==> config.mk <==
export PLATFORM = sky130hd
export DESIGN_NAME = cpu_mem_bridge
export DESIGN_NICKNAME = d
export VERILOG_FILES = /design/src/rtl/cpu_mem_pkg.sv /design/src/rtl/cpu_mem_local_ram.sv /design/src/rtl/cpu_mem_bridge.sv
export SDC_FILE = /design/constraint.sdc
export NUM_CORES = 2
export LEC_CHECK = 0
export BUFFER_PORTS_ARGS = -buffer_cell sky130_fd_sc_hd__buf_2
export CAP_MARGIN = 30
export CORE_MARGIN = 5
export CORE_UTILIZATION = 45
export CTS_BUF_LIST = sky130_fd_sc_hd__clkbuf_4 sky130_fd_sc_hd__clkbuf_8
export CTS_CLUSTER_SIZE = 12
export DETAILED_ROUTE_END_ITERATION = 8
export PLACE_DENSITY = 0.62
export REMOVE_ABC_BUFFERS = 1
export SLEW_MARGIN = 30
export SYNTH_ARGS = -nofsm -noshare
export SYNTH_HDL_FRONTEND = slang
export SYNTH_SLANG_ARGS = --single-unit
==> constraint.sdc <==
create_clock -name clk -period 2.7 [get_ports clk]
set_input_delay 0.135 -clock clk [delete_from_list [all_inputs] [get_ports clk]]
set_output_delay 0.135 -clock clk [all_outputs]
set_load 0.005 [all_outputs]
==> src/rtl/cpu_mem_pkg.sv <==
// Shared types and constants for the 6502 memory bridge: target select enum,
// I/O register offsets and the address decode helper.
// Latency: none (types and a pure function). Backpressure: not applicable.
package cpu_mem_pkg;

    // Target of a CPU access.
    typedef enum logic [1:0] {
        SEL_LOCAL = 2'd0,
        SEL_IO    = 2'd1,
        SEL_SPI   = 2'd2
    } sel_t;

    // Offsets inside the 16-byte I/O window.
    localparam logic [3:0] IO_PORT   = 4'd0;
    localparam logic [3:0] IO_STATUS = 4'd1;
    localparam logic [3:0] IO_SNAP0  = 4'd2;
    localparam logic [3:0] IO_SNAP1  = 4'd3;
    localparam logic [3:0] IO_SNAP2  = 4'd4;
    localparam logic [3:0] IO_SNAP3  = 4'd5;

    // Local RAM occupies the bottom 2^local_aw bytes; the I/O window is
    // matched on the upper 12 address bits; everything else goes to SPI.
    function automatic sel_t decode_addr(input logic [15:0] addr,
                                         input int unsigned local_aw,
                                         input logic [15:0] io_base);
        sel_t sel;
        if ({16'd0, addr} < (32'd1 << local_aw)) begin
            sel = SEL_LOCAL;
        end else if (addr[15:4] == io_base[15:4]) begin
            sel = SEL_IO;
        end else begin
            sel = SEL_SPI;
        end
        return sel;
    endfunction

endpackage

==> src/rtl/cpu_mem_local_ram.sv <==
// Synchronous single-port byte RAM for zero page and stack.
// Latency: 1 cycle read (registered output); read-during-write returns old data.
// Backpressure: none, accepts an access on every cycle with en_i=1.
//
// Ports:
//   clk, rst_n        clock, synchronous active-low reset (output register only)
//   en_i, we_i        access enable, write enable
//   addr_i, wdata_i   byte address and write data
//   rdata_o           registered read data
module cpu_mem_local_ram
    import cpu_mem_pkg::*;
#(
    parameter int AW = 9
) (
    input  logic          clk,
    input  logic          rst_n,
    input  logic          en_i,
    input  logic          we_i,
    input  logic [AW-1:0] addr_i,
    input  logic [7:0]    wdata_i,
    output logic [7:0]    rdata_o
);

    logic [7:0] mem_q [0:(1<<AW)-1];
    logic [7:0] rdata_q;

    // Storage is deliberately not reset so it maps onto a RAM macro.
    always_ff @(posedge clk) begin
        if (en_i && we_i) begin
            mem_q[addr_i] <= wdata_i;
        end
    end

    always_ff @(posedge clk) begin
        if (!rst_n) begin
            rdata_q <= 8'h00;
        end else if (en_i) begin
            rdata_q <= mem_q[addr_i];
        end
    end

    assign rdata_o = rdata_q;

endmodule

==> src/rtl/cpu_mem_bridge.sv <==
// Decodes each 6502 bus access to local RAM, the I/O window or SPI SRAM and
// drives RDY/DI so that local and I/O accesses run at full speed.
// Latency: local/IO read data 1 cycle; SPI read data on the cycle ready returns.
// Backpressure: CPU rdy follows the master's ready only while an SPI access is outstanding.
//
// Ports:
//   clk, rst_n                   clock, synchronous active-low reset
//   ab, dout, we                 CPU address, write data, write strobe
//   din, rdy                     CPU read data and ready
//   mem_addr/en/wr/wdata         request to spi_sram_master
//   ready, mem_rdata             accept/complete and read data from the master
//   port_out                     I/O register 0
module cpu_mem_bridge
    import cpu_mem_pkg::*;
#(
    parameter int          LOCAL_AW = 9,
    parameter logic [15:0] IO_BASE  = 16'hFE00,
    parameter logic [7:0]  SPI_BANK = 8'h00
) (
    input  logic        clk,
    input  logic        rst_n,
    input  logic [15:0] ab,
    input  logic [7:0]  dout,
    input  logic        we,
    output logic [7:0]  din,
    output logic        rdy,
    output logic [23:0] mem_addr,
    output logic        mem_en,
    output logic        mem_wr,
    output logic [7:0]  mem_wdata,
    input  logic        ready,
    input  logic [7:0]  mem_rdata,
    output logic [7:0]  port_out
);

    sel_t        dec;
    sel_t        sel_q, sel_d;
    logic        acc;
    logic [3:0]  io_off;

    logic [7:0]  port_q,  port_d;
    logic [31:0] cnt_q,   cnt_d;
    logic [31:0] snap_q,  snap_d;
    logic [7:0]  io_rd_q, io_rd_d;
    logic        lwr_q,   lwr_d;   // last local access was a write
    logic [7:0]  ram_rdata;

    assign dec    = decode_addr(ab, LOCAL_AW, IO_BASE);
    assign io_off = ab[3:0];

    // sel_q names the access still in flight; only SPI can hold the CPU.
    assign rdy = (sel_q == SEL_SPI) ? ready : 1'b1;

    // An access cycle commits the presented address. Gating with rst_n keeps
    // the held access from writing anything while reset is asserted.
    assign acc = rdy & rst_n;

    assign mem_en    = rdy & (dec == SEL_SPI) & rst_n;
    assign mem_wr    = we;
    assign mem_wdata = dout;
    assign mem_addr  = {SPI_BANK, ab};
    assign port_out  = port_q;

    cpu_mem_local_ram #(
        .AW (LOCAL_AW)
    ) u_local_ram (
        .clk     (clk),
        .rst_n   (rst_n),
        .en_i    (acc && (dec == SEL_LOCAL)),
        .we_i    (we),
        .addr_i  (ab[LOCAL_AW-1:0]),
        .wdata_i (dout),
        .rdata_o (ram_rdata)
    );

    always_comb begin
        sel_d   = sel_q;
        port_d  = port_q;
        snap_d  = snap_q;
        io_rd_d = io_rd_q;
        lwr_d   = lwr_q;
        cnt_d   = cnt_q + 32'd1;

        if (acc) begin
            sel_d = dec;
            lwr_d = we;
            if (dec == SEL_IO) begin
                if (we) begin
                    io_rd_d = 8'h00;
                    if (io_off == IO_PORT) begin
                        port_d = dout;
                    end
                end else begin
                    case (io_off)
                        IO_PORT:   io_rd_d = port_q;
                        IO_STATUS: io_rd_d = {7'b0, ~ready};
                        // Latch the pre-increment count and return its low
                        // byte in the same read, so the four bytes agree.
                        IO_SNAP0: begin
                            snap_d  = cnt_q;
                            io_rd_d = cnt_q[7:0];
                        end
                        IO_SNAP1:  io_rd_d = snap_q[15:8];
                        IO_SNAP2:  io_rd_d = snap_q[23:16];
                        IO_SNAP3:  io_rd_d = snap_q[31:24];
                        default:   io_rd_d = 8'h00;
                    endcase
                end
            end
        end
    end

    always_ff @(posedge clk) begin
        if (!rst_n) begin
            sel_q   <= SEL_LOCAL;
            port_q  <= 8'h00;
            cnt_q   <= 32'd0;
            snap_q  <= 32'd0;
            io_rd_q <= 8'h00;
            lwr_q   <= 1'b0;
        end else begin
            sel_q   <= sel_d;
            port_q  <= port_d;
            cnt_q   <= cnt_d;
            snap_q  <= snap_d;
            io_rd_q <= io_rd_d;
            lwr_q   <= lwr_d;
        end
    end

    // A local write returns zero; the RAM itself still reports the old byte.
    always_comb begin
        din = 8'h00;
        case (sel_q)
            SEL_LOCAL: din = lwr_q ? 8'h00 : ram_rdata;
            SEL_IO:    din = io_rd_q;
            SEL_SPI:   din = mem_rdata;
            default:   din = 8'h00;
        endcase
    end

endmodule
## Yosys cells after proc, flatten, opt, wreduce, memory -nomap -nowiden

Memories as Yosys holds them, arrays and structs flattened. A register that Yosys moved wholly into a read port is not among the register bits.
Cells that the tools add are included.

| cells by class | value |
|---|---|
| bitwise operators | 5 |
| equal/unequal tests | 10 |
| order comparisons | 1 |
| add/sub/neg operators | 1 |
| reduce and logical (&&, ||, !) cells | 9 |
| multiplexer cells | 9 |

Operators by type and width:

| kind | number |
|---|---|
| case mux 8 bit (6 select lines) | 1 |
| adder 32 x 1 -> 32 bit (second input constant) | 1 |
| case mux 8 bit (3 select lines) | 1 |
| < comparator 16 x 10 -> 1 bit (second input constant) | 1 |
| two-way mux 8 bit | 2 |
| == test 12 bit (second input constant) | 1 |
| == test 4 x 2 -> 1 bit (second input constant) | 2 |
| == test 4 x 3 -> 1 bit (second input constant) | 2 |
| AND reduction 4 bit | 2 |
| == test 2 x 1 -> 1 bit (second input constant) | 2 |
| == test 2 bit (second input constant) | 2 |
| == test 4 x 1 -> 1 bit (second input constant) | 1 |
| zero test 2 bit | 2 |
| zero test 4 bit | 1 |
| two-way mux 2 bit | 2 |
| bitwise AND 1 bit | 3 |
| two-way mux 1 bit | 3 |
| logical AND 1 bit | 2 |
| inverter 1 bit | 2 |
| AND reduction 2 bit | 1 |
| zero test 1 bit | 1 |

| storage, ports and cells | value |
|---|---|
| input port bits | 36 |
| memory bits (writable) | 4096 |
| output and inout port bits | 51 |
| memories | 1 |
| register bits | 83 |
| word-level logic and storage cells | 42 |

Memories:

| name | words | bits a word | read ports | clocked after Yosys merged registers in | wr ports | line | source |
|---|---|---|---|---|---|---|---|
| u_local_ram.mem_q | 512 | 8 | 1 | 1 | 1 | cpu_mem_local_ram.sv:24 | `logic [7:0] mem_q [0:(1<<AW)-1];` |

## Depth between registers and ports, before layout

| depth | value |
|---|---|
| depth in word-level cells | 8 |
| depth in mapped cells | 14 |
| depth with buffers taken out | 7 |

## Modules after synthesis

From an unflattened synthesis, not the netlist that was laid out.

| unflattened totals | value |
|---|---|
| cell total of the unflattened synthesis | 7593 |
| area, all modules | 162463.3 um^2 |

By module, submodules not included:

| module | times used | cells each | area each (um^2) | sequential area each (um^2) |
|---|---|---|---|---|
| cpu_mem_local_ram | 1 | 7126 | 158439.5 | 123158.1 |
| cpu_mem_bridge | 1 | 467 | 4023.9 | 1501.4 |

## Worst setup path before layout

No wires, ideal clock.

| timing | value |
|---|---|
| path type | input port to flip-flop |
| start point | input port ab[0] |
| end point | memory u_local_ram.mem_q[276][0], enable pin |
| buffers on the path | 7 |
| slack | -0.174 ns |
| library setup time | 0.371 ns |
| data required time | 2.329 ns |
| stages on the path | 10 |
| arrival time | 2.504 ns |
| path through | buf_6 -> buf_6 -> buf_6 -> buf_4 -> buf_4 -> buf_2 -> nor3_1 -> nand2_1 -> clkbuf_1 -> nor2_1 |

| between the ends | value |
|---|---|
| word-level cells in the longest chain between the ends | 7 |

Ends and longest elaborated chain:

| what | line | source |
|---|---|---|
| start, declared | cpu_mem_bridge.sv:22 | `input logic [15:0] ab,` |
| < comparator 16 x 10 -> 1 bit | cpu_mem_pkg.sv:27 | `if ({16'd0, addr} < (32'd1 << local_aw)) begin` |
| two-way mux 2 bit | cpu_mem_pkg.sv:27 |  |
| zero test 2 bit | cpu_mem_bridge.sv:69 | `.en_i (acc && (dec == SEL_LOCAL)),` |
| logical AND 1 bit | cpu_mem_bridge.sv:69 |  |
| logical AND 1 bit | cpu_mem_local_ram.sv:29 | `if (en_i && we_i) begin` |
| two-way mux 1 bit | cpu_mem_local_ram.sv:29 |  |
| two-way mux 1 bit (not written as such) | cpu_mem_local_ram.sv:30 | `mem_q[addr_i] <= wdata_i;` |
| end, declared | cpu_mem_local_ram.sv:24 |  |

Parallel ways exist; a longest one is shown, timed or not.

## Worst setup path in the final report

| timing | value |
|---|---|
| start point | input port ab[8] |
| end point | register u_local_ram.rdata_q[4] (netlist: u_local_ram.rdata_o[4]) (read register of u_local_ram.mem_q) |

| between the ends | value |
|---|---|
| word-level cells in the longest chain between the ends | 5 |
| elaborated cells on any way between the ends | 6 |
| those cells by class | 1 x order compare; 1 x eq/ne; 2 x mux; 2 x reduce/logical |

Ends and longest elaborated chain:

| what | line | source |
|---|---|---|
| branches (longest 5 deep; another with < comparator 16 x 10 -> 1 bit) | -- |  |
| end, declared | cpu_mem_local_ram.sv:25 | `logic [7:0] rdata_q;` |

Several ways; the timed one is not identified.
A chain may end at the register's enable or synchronous reset.

==> impl_metrics.tcl <==
set metrics [dict create \
    outcome "finished, violations left" \
    violations "negative setup slack" \
    rsz0062_at_grt "true" \
    syn2layout_area_growth_pct 22.2 \
    endpoint_kind "flop" \
    grt.overflow.total 0 \
    worstSkewPairLatency_ns 1.23 \
    firstDrtPassIters 8 \
    use_met2 0.424 \
    holdWs_ns 0.120 \
    path_cells "buf_2 > dlygate4sd3_1 > buf_4 > nor3b_2 > buf_4 > nand2_1 > buf_12 > buf_4 > o22ai_1 > a21oi_1 > a21oi_2 > a211oi_2 > a31oi_1" \
    grtUsageTotal 0.284 \
    grtUsageMet1 0.389 \
    antenna_found_initial 39 \
    numCtsBuffers 670 \
    via_per_inst 6.06 \
    cts_max_path_buffers 4 \
    reg2reg_depth 7 \
    synth_area_leader_cell "edfxtp_1" \
    fin_area_sq_um 199000 \
    dpl.hpwl_um 372000 \
    setup-tns-final_ns -0.112 \
    port-buffer-count 78 \
    relSlewSlack 0.201 \
    worstPathArrival_ns 3.94 \
    p_total_uw 134000 \
    crit_type "in -> reg" \
    power.leakage_uw 0.0669 \
    worstPathRequired_ns 3.86 \
    ys.flop_type "edfxtp_1" \
    wl_um 536000 \
    clock-skew-final_ns 0.0630 \
    die_area_sq_um 374000 \
    yosysSeqAreaShare 0.766 \
    finalCritPeriodShare 1.03 \
    drv_slew 0 \
    syn_area_sq_um 163000 \
    drv_cap 0 \
    avgSynthCellArea_sq_um 20.9 \
    die_h_um 612 \
    vias 93194 \
    gr-usage-met3 0.0698 \
    cts-root-buf "clkbuf_8" \
    placed_area_sq_um 185000 \
    routabilityCongestion 1.01 \
    post_cts_buffers 0 \
    die_x_um 612 \
    drc 0 \
    yosysMostFrequentCell "edfxtp_1" \
    hold_path.class "in -> reg" \
    htreeDepth 6 \
    grt_pass1_vias 93243 \
    synth_seq_cells 4179 \
    path_buf_inv 6 \
    drtIter0Drc 13610 \
    powerDensity_nw_per_um2 671 \
    gr-max-usage-layer "met2" \
    ys_warn_count 0 \
    finalHoldViolations 0 \
    clk_pin_slew_worst_paths_ns 0.07 \
    cp-startpoint "ab[8]" \
    cts_sinks 4179 \
    crit_end "u_local_ram.rdata_o[4]" \
    rows 220 \
    crit_slowest_cell "dlygate4sd3_1" \
    grt_pass1_wl_um 740000 \
    synth-edff-count 4096 \
    ir_drop_mv 0.498 \
    synth.area.top_cells "edfxtp_1 (76%), mux4_2 (14%), mux2i_1 (1.6%)" \
    post_route_cells_drive_above_1_share 0.403 \
    period_needed_ns 2.79 \
    grt_max_degree 171 \
    setup_ws_ns -0.0860 \
    synthTopCellsByCount "edfxtp_1 (4096), mux4_2 (1026), nor2_1 (590)" \
    critPathTopFamily "buffers and inverters" \
    ioPinCount 87 \
    start_kind "input pin" \
    async_flop_share 0 \
    slowest_delay_ns 0.72 \
    r2r-end "u_local_ram.rdata_o[4]" \
    nets 10105 \
    cts_tree "done" \
    post_drt_wl_per_cell_um 34.9 \
    ant_nets 0 \
    initial_core_util 0.453 \
    tightestPinTransition_ns 1.20 \
    reg2reg_from "u_local_ram.mem_q[198][4]" \
    clock.fmax_ghz 0.359 \
    coreArea_sq_um 360000 \
    finalSetupViolCount 3 \
    cpMostUsedCell "buf_4" \
    cp_num_cells 13 \
    critPathMaxFanout 8 \
    rrSetupSlack_ns -0.03 \
    yosysTopAreaCellShare 0.755 \
    synth_cell_types 81 \
    syn_inst 7778 \
]
-- placed cells by master, fill, tap and decap left out, drive strengths merged, types with 94 or more instances in the layout --
cell,Yosys,routed
nand2,239,239
clkbuf,200,874
nand3,94,94
nor2,591,591
edfxtp,4096,4096
buf,316,2084
mux4,1026,1026
a22oi,116,116
mux2i,259,259
clkinv,0,260
-- how the worst min path moves through the flow --
stage               startpoint                        end  cells past startpoint
finish                 dout[0]  u_local_ram.mem_q[464][0]                      3
floorplan              dout[0]    u_local_ram.mem_q[0][0]                      0
global route             ab[5]   u_local_ram.mem_q[91][0]                      7
global placement         ab[9]                mem_addr[9]                      2
detailed placement       ab[9]                mem_addr[9]                      2
CTS                         we                  snap_q[8]                      6
-- final cells by class --
type,count,area (sq um)
fillers,27171,161000
well taps,4773,5970
flip-flops and latches,4179,125000
clock inverters,320,2450
repair buffers,2127,18900
clock buffers,873,10800
multi-input cells,3083,36100
diodes,17,42.5
inverters,7,40.0
-- where the power goes --
group / switching, uW / leakage, uW / internal [uW]
Sequential: 9.45 / 0.0375 / 71200
Combinational: 5030 / 0.0224 / 3100
Clock: 25700 / 0.00697 / 28600
-- sequential cells by signal (all words and copies together) (netlist names) --
register	count
u_local_ram.mem_q	4096
cnt_q	32
snap_q	24
io_rd_q	8
port_out	8
u_local_ram.rdata_o	8
sel_q	2
lwr_q	1
-- cells by family (layout without fill, tap and decap cells) --
| kind of cell | count (synthesis) | count (layout) | share of synthesized area |
|---|---|---|---|
| muxes | 1308 | 1308 | 0.159 |
| and+or+nand+nor | 1208 | 1208 | 0.0331 |
| AOI/OAI and AO/OA | 533 | 533 | 0.0233 |
| xor gates and xnor gates | 25 | 25 | 0.00134 |
| DFF | 4179 | 4179 | 0.766 |
| other | 1 | 25 | 0.0000230 |
| adders and majority gates | 1 | 1 | 0.0000768 |
| buffers and inverters | 523 | 3327 | 0.0172 |
-- per-layer routing --
layer,share of wire,vias to the layer above
met2,0.45,5978
met1,0.38,49033
met4,0.061,18
met5,0.00020,-
li1,-,37002
met3,0.11,1163
-- worst reg2reg max path: cells and delay by family, from the launching register on --
family                 cells  cell delay, ns
muxes                      1            0.63
AOI/OAI and AO/OA          5            1.48
DFF                        1            0.37
buffers and inverters      1            0.16
-- through the flow --
stage / setup WS (ns) / utilization / std cells
after floorplan: -6.42 / - / 7269
after global placement: -1.24 / 0.513 / 14123
after detailed placement: -1.26 / 0.513 / 14123
after CTS: 0.00164 / 0.552 / 15361
after global routing: -0.0267 / 0.553 / 15365
final: -0.0860 / 0.553 / 15379
-- what timing repair did --
item	CTS	global route
pin swaps	9	17
gates cloned	0	0
hold endpoints to repair	4179	11
resized for setup	39	40
hold buffers	46	1
setup endpoints to repair	15	118
Power figures use the tool's default switching activity.
